## config.mk

```make
export PLATFORM = sky130hd
export DESIGN_NAME = timer_counter
export DESIGN_NICKNAME = d
export VERILOG_FILES = /design/src/rtl/timer_counter.sv
export SDC_FILE = /design/constraint.sdc
export NUM_CORES = 1
export LEC_CHECK = 0
export BUFFER_PORTS_ARGS = -buffer_cell sky130_fd_sc_hd__buf_2
export CAP_MARGIN = 0
export CELL_PAD_IN_SITES_DETAIL_PLACEMENT = 1
export CELL_PAD_IN_SITES_GLOBAL_PLACEMENT = 2
export CORE_MARGIN = 4
export CORE_UTILIZATION = 36
export DETAILED_ROUTE_END_ITERATION = 16
export PLACE_DENSITY = 0.83
export REMOVE_ABC_BUFFERS = 1
export SYNTH_ARGS = -nofsm -noshare
export SYNTH_HDL_FRONTEND = slang
export SYNTH_SLANG_ARGS = --single-unit
```

## constraint.sdc

```tcl
create_clock -name clk -period 3.05 [get_ports clk]
set_clock_uncertainty 0.1 [all_clocks]
set_input_delay 0.61 -clock clk [delete_from_list [all_inputs] [get_ports clk]]
set_output_delay 0.61 -clock clk [all_outputs]
set_load 0.1 [all_outputs]
```

## src/rtl/timer_counter.sv

```systemverilog
`default_nettype none
// ============================================================================
// timer_counter : memory-mapped down-counting timer, one-shot or auto-reload IRQ
// Revision 1.0
// ============================================================================
module timer_counter (
    input  logic        clk,
    input  logic        reset,
    input  logic [1:0]  addr,
    input  logic        we,
    input  logic [31:0] wdata,
    output logic [31:0] rdata,
    output logic        irq
);

    localparam logic [1:0]  c_addr_ctrl   = 2'd0;
    localparam logic [1:0]  c_addr_preset = 2'd1;
    localparam logic [1:0]  c_addr_count  = 2'd2;
    localparam logic [1:0]  c_mode_reload = 2'd1;
    localparam logic [31:0] c_one         = 32'd1;

    typedef enum logic [1:0] {
        S_IDLE = 2'd0,
        S_LOAD = 2'd1,
        S_CNT  = 2'd2,
        S_INT  = 2'd3
    } state_t;

    state_t      r_state;
    logic        r_en;
    logic [1:0]  r_mode;
    logic        r_im;
    logic [31:0] r_preset;
    logic [31:0] r_count;
    logic        r_pending;
    logic        r_irq;

    state_t      w_state_nxt;
    logic        w_en_nxt;
    logic [1:0]  w_mode_nxt;
    logic        w_im_nxt;
    logic [31:0] w_preset_nxt;
    logic [31:0] w_count_nxt;
    logic        w_pending_nxt;

    logic        w_wr_ctrl;
    logic        w_wr_preset;
    logic        w_auto_reload;

    assign w_wr_ctrl     = we && (addr == c_addr_ctrl);
    assign w_wr_preset   = we && (addr == c_addr_preset);
    assign w_auto_reload = (r_mode == c_mode_reload);

    always_comb begin
        w_state_nxt   = r_state;
        w_en_nxt      = r_en;
        w_mode_nxt    = r_mode;
        w_im_nxt      = r_im;
        w_preset_nxt  = r_preset;
        w_count_nxt   = r_count;
        w_pending_nxt = r_pending;

        case (r_state)
            S_IDLE: begin
                if (r_en) begin
                    w_state_nxt = S_LOAD;
                end
            end
            S_LOAD: begin
                w_count_nxt = r_preset;
                w_state_nxt = S_CNT;
            end
            S_CNT: begin
                if (!r_en) begin
                    w_state_nxt = S_IDLE;
                end else if (r_count <= c_one) begin
                    // PRESET of 0 lands here too, so it behaves like 1
                    w_count_nxt   = 32'd0;
                    w_pending_nxt = 1'b1;
                    w_state_nxt   = S_INT;
                end else begin
                    w_count_nxt = r_count - c_one;
                end
            end
            S_INT: begin
                if (w_auto_reload) begin
                    w_pending_nxt = 1'b0;
                    w_state_nxt   = S_LOAD;
                end else begin
                    w_en_nxt    = 1'b0;
                    w_state_nxt = S_IDLE;
                end
            end
            default: begin
                w_state_nxt = S_IDLE;
            end
        endcase

        // Bus writes are applied last so they win over the FSM update
        if (w_wr_ctrl) begin
            w_en_nxt      = wdata[0];
            w_mode_nxt    = wdata[2:1];
            w_im_nxt      = wdata[3];
            w_pending_nxt = 1'b0;
            if (!wdata[0]) begin
                w_state_nxt = S_IDLE;
                w_count_nxt = r_count;
            end
        end

        if (w_wr_preset) begin
            w_preset_nxt  = wdata;
            w_pending_nxt = 1'b0;
        end
    end

    always_ff @(posedge clk or negedge reset) begin
        if (!reset) begin
            r_state   <= S_IDLE;
            r_en      <= 1'b0;
            r_mode    <= 2'd0;
            r_im      <= 1'b0;
            r_preset  <= 32'd0;
            r_count   <= 32'd0;
            r_pending <= 1'b0;
            r_irq     <= 1'b0;
        end else begin
            r_state   <= w_state_nxt;
            r_en      <= w_en_nxt;
            r_mode    <= w_mode_nxt;
            r_im      <= w_im_nxt;
            r_preset  <= w_preset_nxt;
            r_count   <= w_count_nxt;
            r_pending <= w_pending_nxt;
            r_irq     <= w_pending_nxt & w_im_nxt;
        end
    end

    always_comb begin
        rdata = 32'd0;
        case (addr)
            c_addr_ctrl:   rdata = {28'd0, r_im, r_mode, r_en};
            c_addr_preset: rdata = r_preset;
            c_addr_count:  rdata = r_count;
            default:       rdata = 32'd0;
        endcase
    end

    assign irq = r_irq;

endmodule
`default_nettype wire

```

Yosys cells after proc, flatten, opt, wreduce, memory -nomap -nowiden

Cells that the tools add are included.

Add/sub/neg operators: 1
$lt $le $gt $ge: 1
Equality and inequality tests: 8
Multiplexer cells: 23
Bitwise gates (word level): 1
Reduce and logical (&&, ||, !) cells: 6

Operators by type and width:

| operator                | number |
|---|---|
| $mux W32                | 4 |
| $pmux W32 S3            | 1 |
| $pmux W32 S2            | 1 |
| $le A32 B1 Y1 const B   | 1 |
| $sub A32 B1 Y32 const B | 1 |
| $mux W1                 | 10 |
| $mux W2                 | 5 |
| $pmux W2 S4             | 1 |
| $eq A2 B1 Y1 const B    | 3 |
| $eq A2 B2 Y1 const B    | 3 |
| $logic_not A2 Y1        | 2 |
| $ne A2 B2 Y1 const B    | 2 |
| $logic_and A1 B1 Y1     | 2 |
| $pmux W1 S2             | 1 |
| $reduce_and A2 Y1       | 1 |
| $reduce_bool A2 Y1      | 1 |
| $and A1 B1 Y1           | 1 |

Register bits: 72
Bits of input ports: 37
Output and inout port bits: 33

Logic depth before layout (Yosys ltp)

Gate-level depths: netlist of run 1.

Depth after elaboration: 7
Mapped depth: 9
Mapped depth without buffers: 7

Worst setup path after synthesis of run 1

OpenSTA, ideal clock, no wires.

Path type: input to output
From: input addr[0]
To: output rdata[0]
Arrival: 3005 ps
Slack: -665 ps
Cell stages on the path: 3
Path buffers: 1
Cell sequence: buf_2 > mux2i_1 > o21ai_0

Cells in the longest elaborated chain, start to end: 2
Elaborated cells on any way between the ends: 4
Those cells by class: eq/ne (2); mux (1); reduce/logical (1)

Ends and longest elaborated chain:

| element                              | RTL line | text |
|---|---|---|
| start: declaration                   | 9        | `input logic [1:0] addr,` |
| $eq A2 B2 Y1 (tied with other cells) | 141      | `case (addr)` |
| $pmux W32 S3 (*)                     | 141      |  |
| end: declaration                     | 12       | `output logic [31:0] rdata,` |

Every way passes the cells marked *; elsewhere a longest branch is shown, timed or not.

Worst setup path in the final report of run 1

From: register r_count[0]
To: register r_count[26]

Cells in the longest elaborated chain, start to end: 6
Elaborated cells on any way between the ends: 7
Those cells by class: add/sub (1); order compare (1); mux (5)

Ends and longest elaborated chain:

| element                                                 | RTL line | text |
|---|---|---|
| start: declaration                                      | 34       | `logic [31:0] r_count;` |
| start signal: assignment                                | 133      | `r_count <= w_count_nxt;` |
| $sub A32 B1 Y32 / $le A32 B1 Y1 (equally long branches) | 82, 76   |  |
| $mux W32 (*)                                            | 76       | `end else if (r_count <= c_one) begin` |
| $mux W32 (*)                                            | 74       | `if (!r_en) begin` |
| $pmux W32 S2 (*)                                        | 63       | `case (r_state)` |
| $mux W32                                                | 105      | `if (!wdata[0]) begin` |
| $mux W32 (*)                                            | 100      | `if (w_wr_ctrl) begin` |

Every way passes the cells marked *; elsewhere a longest branch is shown, timed or not. The select of a mux whose other input is x is not followed.
A chain may end at the register's enable or synchronous reset.

==> results.json, run 1 <==
{
  "status": "complete, no violations",
  "powerDensity_nw_per_um2": 997.0,
  "crit_slowest_cell": "or4b_2",
  "fp.dieW_um": 116.8,
  "power_mw": 5.592,
  "fillers": 1303,
  "crit_type": "reg2reg",
  "synth-warning-count": 0,
  "grt_use_total_pct": 21.12,
  "drtIter0Drc": 196,
  "start_kind": "register",
  "setup-violations-final": 0,
  "cts_resized": 0,
  "fin_crit_sh_pct": 94.34,
  "cts-root-buf": "clkbuf_16",
  "dpl.cell_count": 630,
  "p_leak_nw": 2.338,
  "max-cap-violations": 0,
  "coreArea_um2": 11520,
  "met2_usage_pct": 35.87,
  "ff2ff_path_depth": 7,
  "grt_max_degree": 51,
  "yosys-top-cells-area": "dfrtp_1 (42%), mux2_2 (9.2%), a22o_1 (6.8%)",
  "crit_family": "simple AND/OR/NAND/NOR gates",
  "multiInputGateArea_um2": 2275,
  "dr.pass1.iters": 4,
  "path_max_fanout": 7,
  "die_area_um2": 13650,
  "wl_mm": 13.72,
  "holdWs_ns": 0.1765,
  "path_depth": 7,
  "io_pins": 70,
  "critPathMaxStageDelay_ns": 0.72,
  "rsz0062_at_grt": "false",
  "initial_utilization_pct": 37.03,
  "finalNetCount": 537,
  "crit_arrival_ns": 3.01,
  "ir_drop_mv": 0.4456,
  "cts_buffer_depth": 2,
  "antenna_found_initial": 0,
  "avgRoutedWirePerCell_um": 21.24,
  "drv_slew": 0,
  "yosys.area.top_type": "dfrtp_1",
  "crit_buf_inv": 1,
  "syn_area_per_cell_um2": 9.780,
  "yosysSeqAreaShare_pct": 42.25,
  "io_buffers": 69,
  "worst_slew_pin_slew_ns": 0.6121,
  "row_count": 39,
  "insertion_delay_ns": 0.34,
  "hold_viol": 0,
  "final_common_cell": "dfrtp_1",
  "drive_above_1_share_pct": 31.61,
  "cts_tree": "built",
  "antenna_cells": 0,
  "drt-vias-per-instance": 6.136,
  "synthToLayoutAreaGrowth_pct": 31.54,
  "hold_buffers": 0,
  "die_h_um": 116.8,
  "detail-route-antenna-nets": 0,
  "syn-instance-count": 436,
  "final_cells": 646,
  "clk_pin_slew_ns": 0.06,
  "gp_congestion": 0.8868,
  "dp_hpwl_mm": 9.356,
  "seq_area_um2": 1802,
  "cts.htree.levels": 3,
  "path_cells": "inv_1 -> ha_1 -> or4b_2 -> nor2_1 -> nand2_1 -> or4_1 -> o311ai_0",
  "cts_made_buffers": 9,
  "overflow": 0,
  "max_freq_mhz": 347.5,
  "cts_setup_buffers": 0,
  "synthFlopType": "dfrtp_1",
  "synth-seq-cells": 72,
  "synth_edf_count": 0,
  "yosysUniqueCellTypes": 59,
  "slew_headroom_pct": 59.19,
  "finalWorstPathRequiredPeriod_ns": 2.877,
  "final_cell_mix": "dfrtp_1 (72), nand2_1 (49), buf_2 (37)",
  "busiest_layer": "met2",
  "netlist.area_leader.share_pct": 42.25,
  "crit_required_ns": 3.18,
  "grt_pass1_vias": 4288,
  "syn-cell-area_um2": 4264,
  "met3_usage_pct": 2.519,
  "hold_path_class": "in2async",
  "critPathCaptureType": "register",
  "drc": 0,
  "grt_pass1_wl_mm": 22.67,
  "vias": 3964,
  "async_flop_share_pct": 100.0,
  "setup_tns_ns": 0,
  "clock_sinks": 72,
  "use_met1_pct": 27.92
}
synth_stat cells (all sizes together) (3+ instances only):
| cell type | n |
|---|---|
| dfrtp | 72 |
| nand2 | 49 |
| mux2 | 35 |
| a22o | 34 |
| clkbuf | 26 |
| o21ai | 18 |
| nor3 | 14 |
| buf | 13 |
| nand3 | 12 |
| o221ai | 12 |
| or3 | 10 |
| a22oi | 9 |
| nor2 | 9 |
| nor4 | 9 |
| or4 | 9 |
| a21oi | 8 |
| inv | 8 |
| o211ai | 8 |
| o41ai | 8 |
| nor2b | 7 |
| o31a | 6 |
| o31ai | 6 |
| and3 | 5 |
| a31o | 4 |
| mux2i | 4 |
| nand4 | 4 |
| a31oi | 3 |
| a32oi | 3 |
| or2 | 3 |
power by group:
| part | internal, mW | switching, mW | leakage (nW) |
|---|---|---|---|
| logic | 1.06 | 1.65 | 1.32 |
| clock network | 0.738 | 0.410 | 0.154 |
| registers | 1.28 | 0.447 | 0.866 |
kinds of logic (layout without fill, tap and decap cells):
logic type	after synthesis	in the layout	share of synthesized area (%)
flops	72	72	42.25
fa+ha+maj	2	2	0.5868
simple gates	144	144	18.34
compound gates	132	132	24.03
mux	39	39	10.18
buf+inv	47	114	4.607
flip-flops by register name (all words and copies together), names as in the netlist:
name and flops:
irq 1, r_count 32, r_en 1, r_im 1, r_mode 2, r_pending 1, r_preset 32, r_state 2
worst reg2reg max path: stages (launching register included):
cell and delay (ns):
dfrtp_1 0.42, inv_1 0.12, ha_1 0.28, or4b_2 0.72, nor2_1 0.32, nand2_1 0.19
or4_1 0.52, o311ai_0 0.11
metrics by stage:
step	setup slack, ns	util [%]	area (um2)
after floorplan	-2.030	-	4098
after global placement	0.3548	45.97	5294
after detailed placement	0.2062	45.97	5294
after CTS	0.2026	48.71	5609
after global routing	0.02625	48.71	5609
final	0.1725	48.71	5609
final timing paths:
| check | start | to | slack (ns) |
|---|---|---|---|
| min | reset | r_preset[24]$_DFFE_PN0P_ | 0.18 |
| max reg2reg | r_count[0]$_DFFE_PN0P_ | r_count[26]$_DFFE_PN0P_ | 0.17 |
| min reg2reg | r_preset[12]$_DFFE_PN0P_ | r_preset[12]$_DFFE_PN0P_ | 0.42 |
| max | r_count[0]$_DFFE_PN0P_ | r_count[26]$_DFFE_PN0P_ | 0.17 |
| min in group clk | wdata[24] | r_preset[24]$_DFFE_PN0P_ | 0.40 |
| max in group asynchronous | reset | r_count[12]$_DFFE_PN0P_ | 1.84 |
final cells by class:
| type | count | area share (%) |
|---|---|---|
| multi-input cells | 317 | 40.55 |
| flip-flops and latches | 72 | 32.12 |
| repair buffers | 90 | 17.98 |
| clock buffers | 13 | 4.461 |
| well taps | 143 | 3.190 |
| clock inverters | 3 | 1.160 |
| inverters | 8 | 0.5354 |
layer usage:
metal	part of all wire [%]	routed length, um
met2	50	6901
met3	3.8	516
met5	0	0
met4	1.6	216
met1	44	6088
No activity file was read; power rests on OpenSTA's default activity.
==> run 2: changes to the inputs <==
- CORE_UTILIZATION: 36 -> 38
- PLACE_DENSITY: 0.83 -> 0.87
- REMOVE_ABC_BUFFERS: 1 -> unset
- clock period: 3.05 -> 3.45 ns (I/O delays scaled with it)
==> run 2 against run 1 <==
Effect of this change:
- register-to-register slack gained 0.34 ns
- total power shrank 26%
- wire length shrank 5.9%
- critical path depth is the same
- critical endpoint unchanged
- critical path type unchanged
- clock power shrank 49%
==> results.json, run 2 (synthesis results as in run 1) <==
{
  "status": "complete, no violations",
  "r2r_start": "r_count[0]$_DFFE_PN0P_",
  "path_max_fanout": 7,
  "powerDensity_nw_per_um2": 842.3,
  "cp-endpoint": "r_count[26]$_DFFE_PN0P_",
  "syn-num-nets": 475,
  "grt_max_degree": 51,
  "max_freq_mhz": 340.5,
  "met1_length_mm": 5.794,
  "post-route-util_pct": 45.20,
  "p_leak_nw": 2.113,
  "fillers": 1267,
  "wl_mm": 12.91,
  "crit_slowest_cell": "or4b_2",
  "grt_use_total_pct": 20.78,
  "die_h_um": 113.9,
  "dr_wl_met2_mm": 6.542,
  "overflow": 0,
  "crit_arrival_ns": 3.06,
  "worst_slew_pin_slew_ns": 0.7397,
  "antenna_cells": 0,
  "reg_top3": "r_count x32, r_preset x32",
  "path_cells": "inv_1 -> ha_1 -> or4b_2 -> nor2_1 -> nand2_1 -> or4_1 -> o311ai_0",
  "ff2ff_setup_slack_ns": 0.51,
  "cts_setup_buffers": 0,
  "dp_hpwl_mm": 9.103,
  "detail-route-antenna-nets": 0,
  "finalWorstPathRequiredPeriod_ns": 2.937,
  "die_area_um2": 12980,
  "hold_path_class": "in2async",
  "p_int_mw": 2.071,
  "vias": 3809,
  "slew_headroom_pct": 50.57,
  "routed.top_layer": "met4",
  "rsz0062_at_grt": "false",
  "synthToLayoutAreaGrowth_pct": 15.40,
  "io_pins": 70,
  "cts.htree.levels": 3,
  "ff2ff_path_depth": 7,
  "cts_made_buffers": 9,
  "grt_pass1_vias": 4182,
  "clock_sinks": 72,
  "avgRoutedWirePerCell_um": 20.27,
  "final_cell_mix": "dfrtp_1 (72), buf_2 (69), nand2_1 (49)",
  "layout_setup_ws_ns": 0.5131,
  "fp.dieW_um": 113.9,
  "power.switching_mw": 2.074,
  "dr.pass1.iters": 4,
  "drc": 0,
  "path_depth": 7,
  "antenna_found_initial": 0,
  "wl_met3_um": 478,
  "cts_resized": 0,
  "gp_congestion": 0.7940,
  "holdWs_ns": 0.2930,
  "clkPwrFrac_pct": 14.3,
  "cts-root-buf": "clkbuf_8",
  "crit_required_ns": 3.58,
  "coreArea_um2": 10890,
  "critPathCaptureType": "register",
  "clk_pin_slew_ns": 0.08,
  "drive_above_1_share_pct": 30.78,
  "critPathMaxStageDelay_ns": 0.70,
  "setup-violations-final": 0,
  "max-cap-violations": 0,
  "postPlaceCellArea_um2": 4767,
  "cts_tree": "built",
  "io_buffers": 69,
  "drv_slew": 0,
  "row_count": 38,
  "initial_utilization_pct": 39.16,
  "preCtsSetupSlack_ns": 0.4906,
  "seqPwrFrac_pct": 37.1,
  "postLayoutCellArea_um2": 4921,
  "hold_buffers": 0,
  "hold_viol": 0,
  "insertion_delay_ns": 0.35,
  "drtIter0Drc": 177,
  "crit_buf_inv": 1,
  "drt-vias-per-instance": 5.980,
  "crit_type": "reg2reg",
  "ir_drop_mv": 0.2782,
  "cts_buffer_depth": 2,
  "grt_pass1_wl_mm": 21.59,
  "start_kind": "register",
  "swShare_pct": 50.04,
  "r2r-end": "r_count[26]$_DFFE_PN0P_",
  "p_comb_share_pct": 48.6,
  "crit_path_start": "r_count[0]$_DFFE_PN0P_",
  "finalNetCount": 533,
  "final_common_cell": "dfrtp_1",
  "crit_family": "simple AND/OR/NAND/NOR gates",
  "fin_crit_sh_pct": 85.13,
  "setup_tns_ns": 0
}
run 2: area by class of cell:
class	count	area, um2	area share, %
multi-input combinational	317	2275	46.22
sequential	72	1802	36.61
timing repair buffer	86	485.5	9.865
tap	140	175.2	3.560
clock buffer	13	148.9	3.026
inverter	8	30.03	0.6102
clock inverter	1	5.005	0.1017
run 2: through the flow:
stage          std cells  total power, mW
5_1_grt              637            4.449
3_3_place_gp         623            3.489
2_1_floorplan        436            3.067
4_1_cts              637            4.167
3_5_place_dp         623            3.568
6_report             637            4.145
run 2: worst min-delay path by stage:
stage | slack, ns | end | startpoint | depth (start not counted)
finish | 0.29 | r_preset[31]$_DFFE_PN0P_ | reset | 1
CTS | 0.31 | r_preset[31]$_DFFE_PN0P_ | reset | 1
floorplan | 0.29 | irq$_DFF_PN0_ | reset | 0
global placement | 0.41 | r_mode[0]$_DFFE_PN0P_ | r_mode[0]$_DFFE_PN0P_ | 1
global route | 0.35 | r_preset[31]$_DFFE_PN0P_ | reset | 1
detailed placement | 0.42 | r_count[14]$_DFFE_PN0P_ | r_preset[14]$_DFFE_PN0P_ | 2
run 2: layer usage:
metal / vias to the layer above / track usage (%)
li1: 1806 / -
met4: 0 / 5.701
met5: - / 0
met1: 1925 / 27.50
met3: 8 / 3.926
met2: 70 / 34.86
run 2: worst reg2reg max path, stage by stage (launching register included):
cell and delay (ns):
dfrtp_1 0.42, inv_1 0.11, ha_1 0.27, or4b_2 0.70, nor2_1 0.36, nand2_1 0.21, or4_1 0.51, o311ai_0 0.13
run 2: power by group through the flow:
stage	registers (mW)	logic, mW	clock network (mW)
after floorplan	1.37	1.70	0
after global placement	1.52	1.96	0
after detailed placement	1.55	2.02	0
after CTS	1.53	2.03	0.608
after global routing	1.60	2.20	0.650
final	1.54	2.01	0.592
==> run 3: changes to the inputs <==
- RECOVER_POWER: unset -> 100
==> run 3 against run 2 <==
Effect of this change:
- the run now ends with capacitance limit, slew limit left
- wire length is essentially flat
- final area fell by 0.69%
- combinational power about the same
- critical path depth unchanged
- critical endpoint is now r_count[28]$_DFFE_PN0P_
- highest routed layer unchanged
==> results.json, run 3 (synthesis results as in run 1) <==
{
  "fp.dieW_um": 113.9,
  "antenna_cells": 0,
  "gp_congestion": 0.7940,
  "r2r-end": "r_count[28]$_DFFE_PN0P_",
  "powerDensity_nw_per_um2": 842.9,
  "timing.critical_path.mode_cell": "clkbuf_1",
  "crit_type": "reg2reg",
  "rsz0062_at_grt": "false",
  "cts_setup_buffers": 0,
  "dr.pass1.iters": 4,
  "antenna_found_initial": 0,
  "crit_family": "simple AND/OR/NAND/NOR gates",
  "cts_buffer_depth": 2,
  "path_max_fanout": 12,
  "fin_crit_sh_pct": 87.46,
  "multiInputGateArea_um2": 2262,
  "io_buffers": 69,
  "finalWorstPathRequiredPeriod_ns": 3.017,
  "path_cells": "or4_1 -> nor4_1 -> nand3_1 -> clkbuf_1 -> nand2_1 -> clkbuf_1 -> o221ai_1",
  "crit_buf_inv": 2,
  "final_cells": 637,
  "die_area_um2": 12980,
  "final_common_cell": "dfrtp_1",
  "cts-root-buf": "clkbuf_8",
  "met3_usage_pct": 3.926,
  "cts_tree": "built",
  "holdWs_ns": 0.4346,
  "dpl.cell_count": 623,
  "cts.htree.levels": 3,
  "max-cap-violations": 1,
  "coreArea_um2": 10890,
  "drive_above_1_share_pct": 28.77,
  "hold_buffers": 0,
  "wl_mm": 12.91,
  "use_met1_pct": 27.50,
  "grt_max_degree": 51,
  "setup_tns_ns": 0,
  "clock_sinks": 72,
  "path_depth": 7,
  "violations": "capacitance limit, slew limit",
  "busiest_layer": "met2",
  "seq_area_um2": 1802,
  "r2r_start": "r_count[29]$_DFFE_PN0P_",
  "grt_use_total_pct": 20.78,
  "overflow": 0,
  "cts_resized": 0,
  "clk_pin_slew_ns": 0.08,
  "start_kind": "register",
  "p_leak_nw": 2.070,
  "critPathCaptureType": "register",
  "crit_slowest_cell": "or4_1",
  "status": "finished with violations",
  "met2_usage_pct": 34.86,
  "synthToLayoutAreaGrowth_pct": 14.61,
  "drv_slew": 30,
  "initial_utilization_pct": 39.16,
  "critPathMaxStageDelay_ns": 0.65,
  "detail-route-antenna-nets": 0,
  "syn-num-nets": 475,
  "avgRoutedWirePerCell_um": 20.26,
  "die_h_um": 113.9,
  "setup-violations-final": 0,
  "row_count": 38,
  "hold_viol": 0,
  "ir_drop_mv": 0.2769,
  "finalNetCount": 533,
  "crit_path_start": "r_count[29]$_DFFE_PN0P_",
  "drt-vias-per-instance": 6.017,
  "final_cell_mix": "dfrtp_1 (72), nand2_1 (49), mux2_2 (35)",
  "vias": 3833,
  "drtIter0Drc": 191,
  "ff2ff_setup_slack_ns": 0.43,
  "cp-endpoint": "r_count[28]$_DFFE_PN0P_",
  "grt_pass1_vias": 4182,
  "slew_headroom_pct": -18.40,
  "dp_hpwl_mm": 9.103,
  "io_pins": 70,
  "drc": 0,
  "ff2ff_path_depth": 7,
  "grt_pass1_wl_mm": 21.59,
  "insertion_delay_ns": 0.35,
  "fillers": 1271,
  "crit_required_ns": 3.56,
  "cts_made_buffers": 9,
  "reg_top3": "r_count x32, r_preset x32",
  "hold_path_class": "reg2reg",
  "max_freq_mhz": 331.4,
  "crit_arrival_ns": 3.12,
  "worst_slew_pin_slew_ns": 1.776
}
-- run 3: cell count changes in the layout (fill, tap and decap cells not counted), sizes merged --
cell and delta:
buf -40, clkbuf +40
-- run 3: worst min-delay path: stages, from the launching register on --
cell and delay, ns:
dfrtp_1 0.37, nand2_1 0.06, o211ai_1 0.08
-- run 3: how the worst min path moves through the flow --
stage                             startpoint                       end  slack, ns  cells past startpoint
floorplan                              reset             irq$_DFF_PN0_       0.29                      0
global placement       r_mode[0]$_DFFE_PN0P_     r_mode[0]$_DFFE_PN0P_       0.41                      1
detailed placement  r_preset[14]$_DFFE_PN0P_   r_count[14]$_DFFE_PN0P_       0.42                      2
CTS                                    reset  r_preset[31]$_DFFE_PN0P_       0.31                      1
global route                        wdata[7]   r_preset[7]$_DFFE_PN0P_       0.44                      2
finish              r_preset[16]$_DFFE_PN0P_   r_count[16]$_DFFE_PN0P_       0.43                      2
-- run 3: stage by stage --
stage               instance area [um2]  util (%)  setup slack (ns)  total power [mW]
floorplan                          4264         -            0.2425             3.067
global placement                   4767     43.78            0.5505             3.489
global route                       4887     44.89            0.2247             4.430
CTS                                4921     45.20            0.5421             4.167
detailed placement                 4767     43.78            0.4906             3.568
finish                             4887     44.89            0.4326             4.120
-- run 3: cell type report --
| cell class | instances | share of cell area (%) |
|---|---|---|
| inverters | 8 | 0.6144 |
| repair buffers | 86 | 9.498 |
| multi-input cells | 317 | 46.29 |
| clock inverters | 1 | 0.1024 |
| clock buffers | 13 | 3.047 |
| well taps | 140 | 3.584 |
| flip-flops and latches | 72 | 36.87 |
-- run 3: layer usage --
metal  share of wire (%)  up-vias  wire [um]
met5                   0        -          0
met4                 1.0        0        129
met3                 3.4       12        433
met2                  50       65       6475
met1                  45     1949       5868
li1                    -     1807          -
-- run 3: power breakdown --
part | leakage, nW | internal (mW) | switching [mW]
Combinational | 1.12 | 0.650 | 1.34
Sequential | 0.866 | 1.13 | 0.405
Clock | 0.0794 | 0.273 | 0.317
Total | 2.07 | 2.06 | 2.06
